<file path="src/rtl/ucb_sched_pkg.sv">
// Shared types and helpers for the UCB arm scheduler: FSM state encoding and
// the fp32 total-order key used to rank UCB indices with an unsigned compare.
package ucb_sched_pkg;

   typedef enum logic [2:0] {
      IDLE        = 3'd0,
      INIT        = 3'd1,
      WAIT_IDX    = 3'd2,
      SCAN        = 3'd3,
      ISSUE       = 3'd4,
      WAIT_REWARD = 3'd5,
      DONE        = 3'd6
   } sched_state_e;

   localparam logic [7:0] FP32_NAN_EXP = 8'hFF;

   // Positive floats get the top bit set so they sort above all negatives;
   // negatives are fully inverted so larger magnitude sorts lower. NaN maps to 0.
   function automatic logic [31:0] fp32_order_key(input logic [31:0] bits);
      logic [31:0] key;
      if ((bits[30:23] == FP32_NAN_EXP) && (bits[22:0] != 23'd0)) begin
         key = 32'd0;
      end else if (!bits[31]) begin
         key = {1'b1, bits[30:0]};
      end else begin
         key = ~bits;
      end
      return key;
   endfunction

endpackage

</file>
<file path="src/rtl/ucb_fp32_max_scan.sv">
// Sequential argmax over N_ARMS fp32 indices, one arm per cycle after start_i.
// best_arm_o/best_key_o carry the running result including the current arm.
module ucb_fp32_max_scan
   import ucb_sched_pkg::*;
#(
   parameter int N_ARMS = 2,
   parameter int ARM_W  = 1
) (
   input  logic                  clk,
   input  logic                  s_aresetn,
   input  logic                  start_i,
   input  logic [32*N_ARMS-1:0]  idx_i,
   output logic                  done_o,
   output logic [ARM_W-1:0]      best_arm_o,
   output logic [31:0]           best_key_o
);

   localparam logic [ARM_W-1:0] LAST_ARM = ARM_W'(N_ARMS - 1);

   logic             active_q, active_d;
   logic [ARM_W-1:0] k_q, k_d;
   logic [ARM_W-1:0] best_arm_q, best_arm_d;
   logic [31:0]      best_key_q, best_key_d;
   logic [31:0]      cur_key;
   logic             last;

   always_comb begin
      active_d   = active_q;
      k_d        = k_q;
      best_arm_d = best_arm_q;
      best_key_d = best_key_q;
      cur_key    = fp32_order_key(idx_i[32*int'(k_q) +: 32]);
      last       = active_q && (k_q == LAST_ARM);

      if (start_i) begin
         active_d = 1'b1;
         k_d      = '0;
      end else if (active_q) begin
         // Arm 0 always seeds the result; later arms need a strictly larger key.
         if ((k_q == '0) || (cur_key > best_key_q)) begin
            best_arm_d = k_q;
            best_key_d = cur_key;
         end
         if (last) begin
            active_d = 1'b0;
         end else begin
            k_d = k_q + 1'b1;
         end
      end
   end

   always_ff @(posedge clk or negedge s_aresetn) begin
      if (!s_aresetn) begin
         active_q   <= 1'b0;
         k_q        <= '0;
         best_arm_q <= '0;
         best_key_q <= '0;
      end else begin
         active_q   <= active_d;
         k_q        <= k_d;
         best_arm_q <= best_arm_d;
         best_key_q <= best_key_d;
      end
   end

   assign done_o     = last;
   assign best_arm_o = best_arm_d;
   assign best_key_o = best_key_d;

endmodule

</file>
<file path="src/rtl/ucb_arm_scheduler.sv">
// Round controller for the UCB bandit engine: pulls every arm once, then pulls
// the arm with the highest fp32 UCB index each round until num_rounds pulls.
module ucb_arm_scheduler
   import ucb_sched_pkg::*;
#(
   parameter int N_ARMS = 2,
   parameter int ARM_W  = 1,
   parameter int CNT_W  = 16
) (
   input  logic                      clk,
   input  logic                      s_aresetn,
   input  logic                      start,
   input  logic [CNT_W-1:0]          num_rounds,
   input  logic [32*N_ARMS-1:0]      idx_in,
   input  logic [N_ARMS-1:0]         idx_valid,
   output logic                      pull_valid,
   input  logic                      pull_ready,
   output logic [ARM_W-1:0]          pull_arm,
   input  logic                      reward_valid,
   output logic                      busy,
   output logic                      done,
   output logic [CNT_W-1:0]          round_cnt,
   output logic [CNT_W*N_ARMS-1:0]   pull_cnt,
   output logic [2:0]                state_dbg
);

   localparam logic [CNT_W:0] N_ARMS_EXT = (CNT_W + 1)'(N_ARMS);

   function automatic logic [CNT_W-1:0] sat_inc(input logic [CNT_W-1:0] v);
      return (&v) ? v : v + 1'b1;
   endfunction

   sched_state_e     state_q, state_d;
   logic [CNT_W-1:0] num_rounds_q, num_rounds_d;
   logic [CNT_W-1:0] round_cnt_q, round_cnt_d;
   logic [ARM_W-1:0] pull_arm_q, pull_arm_d;
   logic [CNT_W-1:0] pull_cnt_q [N_ARMS];
   logic [CNT_W-1:0] pull_cnt_d [N_ARMS];
   logic [CNT_W:0]   round_nxt;

   logic             scan_start;
   logic             scan_done;
   logic [ARM_W-1:0] scan_best_arm;
   logic [31:0]      scan_best_key;
   logic             unused_scan_key;

   ucb_fp32_max_scan #(
      .N_ARMS (N_ARMS),
      .ARM_W  (ARM_W)
   ) u_scan (
      .clk        (clk),
      .s_aresetn  (s_aresetn),
      .start_i    (scan_start),
      .idx_i      (idx_in),
      .done_o     (scan_done),
      .best_arm_o (scan_best_arm),
      .best_key_o (scan_best_key)
   );

   assign unused_scan_key = ^scan_best_key;

   // Pull handshake: pull_valid is high exactly while in ISSUE, pull_arm is
   // frozen there, and the edge that sees pull_valid && pull_ready is the transfer.
   always_comb begin
      state_d      = state_q;
      num_rounds_d = num_rounds_q;
      round_cnt_d  = round_cnt_q;
      pull_arm_d   = pull_arm_q;
      pull_cnt_d   = pull_cnt_q;
      scan_start   = 1'b0;
      round_nxt    = {1'b0, round_cnt_q} + 1'b1;

      case (state_q)
         IDLE: begin
            if (start) begin
               num_rounds_d = num_rounds;
               round_cnt_d  = '0;
               pull_arm_d   = '0;
               for (int k = 0; k < N_ARMS; k++) pull_cnt_d[k] = '0;
               state_d = (num_rounds == '0) ? DONE : INIT;
            end
         end
         INIT: begin
            if ({1'b0, round_cnt_q} >= N_ARMS_EXT) begin
               state_d = WAIT_IDX;
            end else begin
               pull_arm_d = round_cnt_q[ARM_W-1:0];
               state_d    = ISSUE;
            end
         end
         WAIT_IDX: begin
            if (&idx_valid) begin
               scan_start = 1'b1;
               state_d    = SCAN;
            end
         end
         SCAN: begin
            if (scan_done) begin
               pull_arm_d = scan_best_arm;
               state_d    = ISSUE;
            end
         end
         ISSUE: begin
            if (pull_ready) state_d = WAIT_REWARD;
         end
         WAIT_REWARD: begin
            if (reward_valid) begin
               round_cnt_d            = sat_inc(round_cnt_q);
               pull_cnt_d[pull_arm_q] = sat_inc(pull_cnt_q[pull_arm_q]);
               if (round_nxt == {1'b0, num_rounds_q}) begin
                  state_d = DONE;
               end else if (round_nxt < N_ARMS_EXT) begin
                  state_d = INIT;
               end else begin
                  state_d = WAIT_IDX;
               end
            end
         end
         DONE: begin
            state_d = IDLE;
         end
         default: begin
            state_d = IDLE;
         end
      endcase
   end

   always_ff @(posedge clk or negedge s_aresetn) begin
      if (!s_aresetn) begin
         state_q      <= IDLE;
         num_rounds_q <= '0;
         round_cnt_q  <= '0;
         pull_arm_q   <= '0;
         for (int k = 0; k < N_ARMS; k++) pull_cnt_q[k] <= '0;
      end else begin
         state_q      <= state_d;
         num_rounds_q <= num_rounds_d;
         round_cnt_q  <= round_cnt_d;
         pull_arm_q   <= pull_arm_d;
         pull_cnt_q   <= pull_cnt_d;
      end
   end

   assign pull_valid = (state_q == ISSUE);
   assign pull_arm   = pull_arm_q;
   assign busy       = (state_q != IDLE) && (state_q != DONE);
   assign done       = (state_q == DONE);
   assign round_cnt  = round_cnt_q;
   assign state_dbg  = state_q;

   for (genvar g = 0; g < N_ARMS; g++) begin : g_pull_cnt
      assign pull_cnt[CNT_W*g +: CNT_W] = pull_cnt_q[g];
   end

endmodule

</file>
<file path="config.mk">
export PLATFORM = sky130hd
export DESIGN_NAME = ucb_arm_scheduler
export DESIGN_NICKNAME = d
export VERILOG_FILES = /design/src/rtl/ucb_sched_pkg.sv /design/src/rtl/ucb_fp32_max_scan.sv /design/src/rtl/ucb_arm_scheduler.sv
export SDC_FILE = /design/constraint.sdc
export NUM_CORES = 1
export LEC_CHECK = 0
export CAP_MARGIN = 20
export CORE_MARGIN = 4
export CORE_UTILIZATION = 58
export DETAILED_ROUTE_END_ITERATION = 10
export PLACE_DENSITY = 0.95
export SLEW_MARGIN = 30
export SYNTH_ARGS = -nofsm -noshare
export SYNTH_HDL_FRONTEND = slang
export SYNTH_SLANG_ARGS = --single-unit
</file>
<file path="constraint.sdc">
create_clock -name clk -period 10.4 [get_ports clk]
set_input_delay 3.12 -clock clk [delete_from_list [all_inputs] [get_ports clk]]
set_output_delay 3.12 -clock clk [all_outputs]
set_load 0.02 [all_outputs]
</file>
Yosys cells after proc, flatten, opt, wreduce, memory -nomap -nowiden
Index checks and enable logic that the tools add are counted.
{"block": "classes", "shifts": 1, "bitwise": 4, "n_mul": 0, "n_mux": 41, "div_mod_pow": 0, "reduce_logical": 22, "n_addsub": 4, "order_cmp": 5, "eq_ne": 17}
{"cell": "$mux W16", "count": 8}
{"cell": "$mux W32", "count": 4}
{"cell": "$pmux W32 S2", "count": 1}
{"cell": "$shiftx A64 B7 Y32", "count": 1}
{"cell": "$add A16 B1 Y16 const B", "count": 2}
{"cell": "$bwmux W32", "count": 1}
{"cell": "$gt A32 B32 Y1", "count": 1}
{"cell": "$not A32 Y32", "count": 1}
{"cell": "$pmux W16 S2", "count": 1}
{"cell": "$reduce_and A16 Y1", "count": 2}
{"cell": "$mux W3", "count": 8}
{"cell": "$reduce_bool A23 Y1", "count": 1}
{"cell": "$pmux W3 S6", "count": 1}
{"cell": "$add A16 B1 Y17 const B", "count": 1}
{"cell": "$eq A17 B16 Y1", "count": 1}
{"cell": "$lt A17 B2 Y1 const B", "count": 1}
{"cell": "$demux W16 S1", "count": 1}
{"cell": "$ge A16 B2 Y1 const B", "count": 1}
{"cell": "$logic_not A16 Y1", "count": 1}
{"cell": "$mux W1", "count": 14}
{"cell": "$ne A2 B2 Y1 const B", "count": 7}
{"cell": "$eq A3 B3 Y1 const B", "count": 3}
{"cell": "$eq A8 B8 Y1 const B", "count": 1}
{"cell": "$reduce_and A4 Y1", "count": 2}
{"cell": "19 further kinds", "count": 29}
{"block": "word_totals", "mem_bits_ro": 0, "mem_count": 0, "elab_cells": 104, "input_bits": 87, "ff_bits": 103, "ramBits": 0, "latch_bits": 0}

Longest topological paths before layout
Gate-level depths: netlist of the first run.
{"block": "depth", "depth_word": 11, "mapped_depth": 15, "mapped_depth_nobuf": 14}

By module
A second synthesis of the first run with hierarchy kept.
{"block": "unflattened", "hier_cells": 856, "area_unflattened_um2": 7693.6}
{"mod": "ucb_arm_scheduler", "seq_area_each_um2": 1701.6, "instances": 1, "area_each_um2": 4513.1, "cells_per_inst": 530}
{"mod": "ucb_fp32_max_scan", "seq_area_each_um2": 875.8, "instances": 1, "area_each_um2": 3180.6, "cells_per_inst": 326}

Worst setup path before layout of the first run
Ideal clock, no wire load.
{"block": "synth_path", "path_type": "input port to flip-flop", "startpoint": "input idx_in[58]", "endpoint": "register u_scan.best_key_q[17]", "arrival_time_ns": 6.266, "stages": 15, "setup_slack_ns": 4.009, "n_path_buf": 2, "cell_sequence": "nand4_1 -> nor3_1 -> nor2_1 -> o21ai_0 -> clkbuf_1 -> nor2_1 -> ha_1 -> a21o_1 -> a221oi_1 -> o21ai_0 -> a221o_1 -> a21oi_1 -> o21a_1 -> buf_2 -> mux2_2"}
{"block": "synth_between", "elab_chain_len": 7}
{"element": "start: declaration", "line_no": "ucb_arm_scheduler.sv:14", "rtl": "input logic [32*N_ARMS-1:0] idx_in,"}
{"element": "$shiftx A64 B7 Y32", "line_no": "ucb_fp32_max_scan.sv:32", "rtl": "cur_key = fp32_order_key(idx_i[32*int'(k_q) +: 32]);"}
{"element": "$eq A8 B8 Y1", "line_no": "ucb_sched_pkg.sv:21", "rtl": "if ((bits[30:23] == FP32_NAN_EXP) && (bits[22:0] != 23'd0)) begin"}
{"element": "$logic_and A1 B1 Y1", "line_no": "ucb_sched_pkg.sv:21"}
{"element": "$mux W32", "line_no": "ucb_sched_pkg.sv:21"}
{"element": "named net u_scan.cur_key[27]", "line_no": "ucb_fp32_max_scan.sv:24", "rtl": "logic [31:0] cur_key;"}
{"element": "$gt A32 B32 Y1", "line_no": "ucb_fp32_max_scan.sv:40", "rtl": "if ((k_q == '0) || (cur_key > best_key_q)) begin"}
{"element": "$logic_or A1 B1 Y1", "line_no": "ucb_fp32_max_scan.sv:40"}
{"element": "$reduce_and A3 Y1 (no line)"}
{"element": "end signal: assignment", "line_no": "ucb_fp32_max_scan.sv:62", "rtl": "best_key_q <= best_key_d;"}
{"element": "end: declaration", "line_no": "ucb_fp32_max_scan.sv:23", "rtl": "logic [31:0] best_key_q, best_key_d;"}
The timed path passes the listed nets, and every way through them passes these cells.
A chain may end at the register's enable or synchronous reset.

Worst setup path in the final report of the first run
{"block": "layout_path", "startpoint": "input idx_in[57]", "endpoint": "register u_scan.best_key_q[8]"}
The elaborated chain is that of the path after synthesis.

==> impl_results.md, run 1 <==
- Final #Nets: between 1000 and 1500
- Post-DP HPWL: 14900 um
- Drt first pass iters: 6
- Synth Cell Area: 0.00756 sq mm
- Largest net degree at the start of global routing: 56
- CTS Buf Count: 9
- WL/cell: ~19 um
- Maximum fanout along the worst path: 31
- Critical path endpoint category: register
- TritonCTS clock tree: yes
- CTS Buffer Depth: 2
- Die area: 0.0149 sq mm
- Synthesis-stage register bit count: just over 100
- Clock Skews: between 0.01 and 0.015 ns
- VDD IR-drop max: roughly 0.00014 V
- Commonest non-fill, non-tap cell in the layout: clkdlybuf4s50_1
- Seq pwr share: 0.320
- DRC errors left: 0
- # setup viols final: 0
- Post-synthesis average cell area: 9.03 sq um
- 1st-iter DRT viols: 870
- Most frequent cells in the layout: clkdlybuf4s50_1, dfrtp_1, nor2_1
- Slew HR: 0.388
- Initial core utilization: 0.597
- Count of cell types in the netlist: ~70
- Cells after Synth: approximately 840
- Clk_lat worst skew: 0.35 ns
- DRT Wirelength: ~21000 um
- Die H: roughly 120 um
- Sink Count: between 100 and 150
- Hold Vio Cnt, Final: 0
- Layout area overhead: 22.6%
- Vias in the first global route: about 7100
- Rows: approximately 40
- Worst Hold Margin: between 0.5 and 0.6 ns
- P_leak: 4.00 nW
- Ys async rst share: 1.00
- Ratio of cells with drive above 1 in the final layout: 0.0919
- Clock transition at the registers of the reported paths: approximately 0.070 ns
- Fill count: 882
- EDFF count, synth: 0
- Fin crit period: 7.44 ns
- Comb pwr share: 0.513
- Boundary Pins: 142
- Setup TNS: 0 ns
- Sw Share: 0.413
- GRT Total Usage: 0.287
- Pins Over Slew Limit: 0
- Gpl congestion: roughly 0.93
- RSZ-0062 raised after global routing: no
- Synth Net Count: around 960
- Measured slew at the worst slew-check pin: between 0.9 and 1 ns
- Status: completed
- ANT cells: 0
- Pre-CTS setup slack: approximately 2.6 ns
- Synth Warn #: 0
- Detail Route Antenna Nets: 0
- Cell Pwr Density: 221 mW/mm^2
- Initial antenna violation count: 0
- Internal power: ~0.0012 W
- Hold Buf Count CTS: 0
- Max Clock Freq: about 130 MHz
- CORE AREA: 0.0127 sq mm
- Top FF cell, synth: dfrtp_1
- Resized cells post-CTS: 0
- Gr ovfl total: 0
- Clock share of power: 0.168
- Fin crit share: 0.716
- H-tree Lvls: 3
- Vias per cell: about 6.3
- Crit start category: primary input
- Input/output buffers: around 140
- Net Switching: ~0.00085 W
- Final setup margin: approximately 3 ns
- Vias: ~7100
- Die W: between 100 and 150 um
- Worst path required time: 10.63 ns
- MaxCap Viol Count: 0
- Root buffer cell: clkbuf_16
- CP arrival: between 7 and 8 ns
- Setup Buffers After CTS: 0
- Sequential-to-total area share from yosys stat: 0.341
- First-pass GRT wire length: 34500 um
- Setup Crit Path Kind: in -> reg
- Min-delay worst type: reg -> reg
power groups by stage:
stage,sequential (W),combinational [W],clock (W)
3_5_place_dp,0.000655,0.00102,0
6_report,0.000656,0.00105,0.000344
3_3_place_gp,0.000646,0.000973,0
4_1_cts,0.000651,0.00104,0.000344
2_1_floorplan,0.000614,0.000768,0
5_1_grt,0.000672,0.00116,0.000363
layer usage:
metal / wire length (um) / part of all wire / track usage
met1: 8230 / 0.39 / 0.355
met2: 10700 / 0.50 / 0.490
met3: 1630 / 0.077 / 0.0548
met4: 615 / 0.029 / 0.122
met5: 0 / 0 / 0
state kept, by name (all words and copies together), names as in the netlist:
name / count
u_scan.active_q: 1
state_dbg: 3
pull_cnt: 32
u_scan.k_q: 1
pull_arm: 1
num_rounds_q: 16
round_cnt: 16
u_scan.best_arm_q: 1
u_scan.best_key_q: 32
critical path: stages:
cell and delay [ns]:
clkdlybuf4s50_1 0.49, nand4_1 0.10, nor3_1 0.25, nor2_1 0.12, o21ai_4 0.60, nor2_1 0.17, mux2_2 0.32, ha_1 0.31
and4_1 0.19, and3_1 0.20, a221o_1 0.32, a21oi_1 0.22, o21a_1 0.50, buf_4 0.38, mux2_2 0.38
synth_stat cells, types with 3 or more instances:
| library cell | number | area share |
|---|---|---|
| dfrtp_1 | 103 | 0.34 |
| nor2_1 | 66 | 0.033 |
| o21ai_0 | 60 | 0.040 |
| nand2_1 | 55 | 0.027 |
| mux2_2 | 53 | 0.079 |
| xnor2_1 | 44 | 0.051 |
| inv_1 | 43 | 0.021 |
| mux2i_1 | 43 | 0.057 |
| ha_1 | 35 | 0.058 |
| a21oi_1 | 31 | 0.021 |
| nand3_1 | 30 | 0.020 |
| clkbuf_1 | 25 | 0.012 |
| nor4_1 | 19 | 0.016 |
| o31ai_1 | 19 | 0.019 |
| nand4_1 | 18 | 0.015 |
| buf_2 | 13 | 0.0086 |
| and3_1 | 12 | 0.0099 |
| and2_1 | 11 | 0.0091 |
| nor3_1 | 11 | 0.0073 |
| a21o_1 | 10 | 0.0099 |
| xor2_1 | 10 | 0.012 |
| o21a_1 | 9 | 0.0089 |
| buf_6 | 8 | 0.012 |
| nand2b_1 | 8 | 0.0066 |
| nor2b_1 | 7 | 0.0058 |
| nand3b_1 | 6 | 0.0060 |
| a31oi_1 | 5 | 0.0041 |
| and4_1 | 5 | 0.0058 |
| buf_1 | 5 | 0.0025 |
| a22o_1 | 4 | 0.0046 |
| a22oi_1 | 4 | 0.0040 |
| a32o_1 | 4 | 0.0053 |
| nor3b_1 | 4 | 0.0040 |
| a211oi_1 | 3 | 0.0030 |
| a221oi_1 | 3 | 0.0035 |
| o211ai_1 | 3 | 0.0030 |
cell type report:
class | count | area (sq um) | area share
tap | 172 | 215 | 0.0232
clock inverter | 3 | 43.8 | 0.00472
timing repair buffer | 147 | 1450 | 0.157
multi-input combinational | 638 | 4570 | 0.492
clock buffer | 13 | 250 | 0.0270
sequential | 103 | 2580 | 0.278
inverter | 43 | 161 | 0.0174
path summary, 6_finish.rpt:
path	slack, ns	startpoint	cells past startpoint	to
worst max-delay path	2.96	idx_in[57]	15	u_scan.best_key_q[8]
worst min-delay path	0.50	u_scan.best_key_q[24]	1	u_scan.best_key_q[24]
worst max register to register	5.21	u_scan.k_q	14	u_scan.best_key_q[8]
worst min register to register	0.50	u_scan.best_key_q[24]	1	u_scan.best_key_q[24]
max in group asynchronous	6.46	s_aresetn	2	round_cnt[10]
min in group asynchronous	2.78	s_aresetn	1	u_scan.best_key_q[31]
logic make-up (layout without fill, tap and decap cells):
family                     after synthesis  count (layout)  synth area share
xor gates and xnor gates                54              54            0.0626
adders and majority gates               35              35            0.0579
AOI/OAI and AO/OA                      180             180             0.155
buffers and inverters                   96             206            0.0588
and+or+nand+nor                        273             273             0.189
muxes                                   96              96             0.136
DFF                                    103             103             0.341
through the flow:
stage	util	total power (W)	cells	cell area, sq um
floorplan	-	0.00138	837	7560
global placement	0.707	0.00162	1103	8960
detailed placement	0.708	0.00167	1103	8970
CTS	0.732	0.00204	1119	9270
global route	0.732	0.00219	1119	9270
finish	0.732	0.00205	1119	9270
(Power assumes the default switching activity.)
==> inputs of run 2 (changes only) <==
Settings changed: CORE_UTILIZATION 58 to 54, PLACE_DENSITY 0.95 to 0.89.
Clock period 10.4 ns to 7.4 ns, I/O delays scaled along.
==> run 2 against run 1 <==
  * Count of clock-buffer cells in the layout shrank 2
  * First-iteration DRC count shrank 1.5%
  * Via count shrank 4.1%
  * Clock power grew 41%
  * Clock skew shrank 0.0025 ns
  * Sequential power grew 34%
  * Register-to-register slack lost 2.5 ns
  * Power grew 39%
  * Critical endpoint is now u_scan.best_key_q[6]
==> impl_results.md, run 2 (synthesized netlist as in run 1, its figures left out) <==
- Status: completed
- Final #Nets: 1066
- Crit-path max cell delay: about 0.52 ns
- Setup Crit Path Kind: in -> reg
- Max Clock Freq: around 160 MHz
- Rows: 42
- Met2 Use GR: 0.405
- Reg area: between 0.002 and 0.003 sq mm
- DRC errors left: 0
- Sink Count: 103
- GR peak layer: met2
- Layout area overhead: 23.0%
- Crit Reg-Reg Endpoint: u_scan.best_key_q[6]
- Worst path required time: roughly 7.6 ns
- CP arrival: 6.45 ns
- Vias per cell: between 6 and 7
- Commonest non-fill, non-tap cell in the layout: clkdlybuf4s50_1
- Drt first pass iters: 5
- Clock Skews: around 0.008 ns
- First-pass GRT wire length: roughly 32000 um
- Cells after DPL: 1109
- Fin crit period: a little over 6 ns
- Reg2Reg Setup Slack: ~2.7 ns
- Cell chain of the critical path: clkdlybuf4s50_1 > nor4_1 > nand3_1 > a21oi_1 > o21ai_2 > nor2_1 > ha_1 > a21o_1 > a221oi_1 > o21ai_0 > a221o_1 > a21oi_1 > o21a_1 > buf_4 > mux2_2
- Slew HR: 0.396
- Finished Layout Cells: 1124
- R2r startpoint: u_scan.k_q
- TritonCTS clock tree: yes
- Vias in the first global route: between 6000 and 7000
- Critical path's slowest cell: nor4_1
- Hold path startpoint: u_scan.best_key_q[20]
- Gr ovfl total: 0
- Cell Pwr Density: about 310 mW/mm^2
- CORE AREA: approximately 0.013 sq mm
- Die area: 0.0160 sq mm
- Crit start category: primary input
- Post-route cell area: around 0.0093 sq mm
- Critical path endpoint category: register
- Initial core utilization: 0.562
- Hold Vio Cnt, Final: 0
- Vias: about 6800
- Initial antenna violation count: 1
- Setup TNS: 0 ns
- Grt met1 use: 0.322
- WL/cell: ~18 um
- Die W: ~130 um
- Most frequent cells in the layout: clkdlybuf4s50_1, dfrtp_1, nor2_1
- Resized cells post-CTS: 0
- R2R depth: 15
- H-tree Lvls: 3
- Input/output buffers: about 140
- Min-Delay Endpoint: u_scan.best_key_q[20]
- P_leak: 4.02 nW
- GRT Total Usage: 0.239
- Gpl congestion: 0.900
- 1st-iter DRT viols: around 860
- ANT cells: 0
- RSZ-0062 raised after global routing: no
- DRT Wirelength: 19700 um
- Pins Over Slew Limit: 0
- Total power: between 0.002 and 0.003 W
- CTS Buffer Depth: 2
- Clock transition at the registers of the reported paths: around 0.07 ns
- Die H: around 130 um
- Hold Buf Count CTS: 0
- Post-DP HPWL: 14700 um
- Setup Buffers After CTS: 0
- M3 GR Usage: 0.0378
- Placement-stage cell area: 0.00899 sq mm
- Boundary Pins: about 140
- VDD IR-drop max: roughly 0.00018 V
- CP dominant cell by count: a21oi_1
- Largest net degree at the start of global routing: 54
- Min-delay worst type: reg -> reg
- Clk_lat worst skew: about 0.35 ns
- Maximum fanout along the worst path: 19
- Area of the multi-input gates: 0.00456 sq mm
- Fill count: a little over 1000
- Detail Route Antenna Nets: 0
- Fin crit share: 0.841
- MaxCap Viol Count: 0
- Root buffer cell: clkbuf_16
- # setup viols final: 0
- Ratio of cells with drive above 1 in the final layout: 0.0970
- Hold Path Cell Cnt: 1
- CTS Buf Count: 9
- Measured slew at the worst slew-check pin: roughly 0.9 ns
- Worst Hold Margin: 0.508 ns
==> run 2: per-layer routing <==
layer | part of all wire | vias up
li1 | - | 3238
met1 | 0.42 | 3256
met2 | 0.50 | 249
met3 | 0.057 | 28
met4 | 0.016 | 2
met5 | 0.00066 | -
==> run 2: layout make-up <==
class	count	share of cell area
clock inverter	4	0.00565
clock buffer	11	0.0272
sequential	103	0.277
inverter	43	0.0174
timing repair buffer	149	0.158
tap	176	0.0237
multi-input combinational	638	0.491
==> run 2: worst max-delay path by stage <==
stage,startpoint,to,slack [ns],depth (start not counted)
2_1_floorplan,idx_in[58],u_scan.best_key_q[17],1.91,15
3_3_place_gp,idx_in[48],u_scan.best_key_q[7],1.02,15
3_5_place_dp,idx_in[48],u_scan.best_key_q[6],0.91,15
4_1_cts,idx_in[48],u_scan.best_key_q[6],1.27,15
5_1_grt,idx_in[48],u_scan.best_key_q[9],0.99,16
6_report,idx_in[16],u_scan.best_key_q[6],1.18,15
==> run 2: through the flow <==
step	setup WS, ns	utilization
2_1_floorplan	1.91	-
3_3_place_gp	1.02	0.668
3_5_place_dp	0.914	0.668
4_1_cts	1.27	0.691
5_1_grt	0.988	0.691
6_report	1.18	0.691
==> run 2: report_power, final <==
group	internal (W)	switching (W)	leakage, nW	total (W)
sequential	0.000731	0.000146	1.32	0.000877
combinational	0.000691	0.000791	2.55	0.00148
clock	0.000280	0.000205	0.152	0.000485
total	0.00170	0.00114	4.02	0.00285
==> run 2: worst max-delay path: cells and delay by family <==
kind                       cells  cell delay [ns]
muxes                          1             0.37
adders and majority gates      1             0.27
AOI/OAI and AO/OA              8             1.96
and+or+nand+nor                3             0.86
buffers and inverters          2             0.75
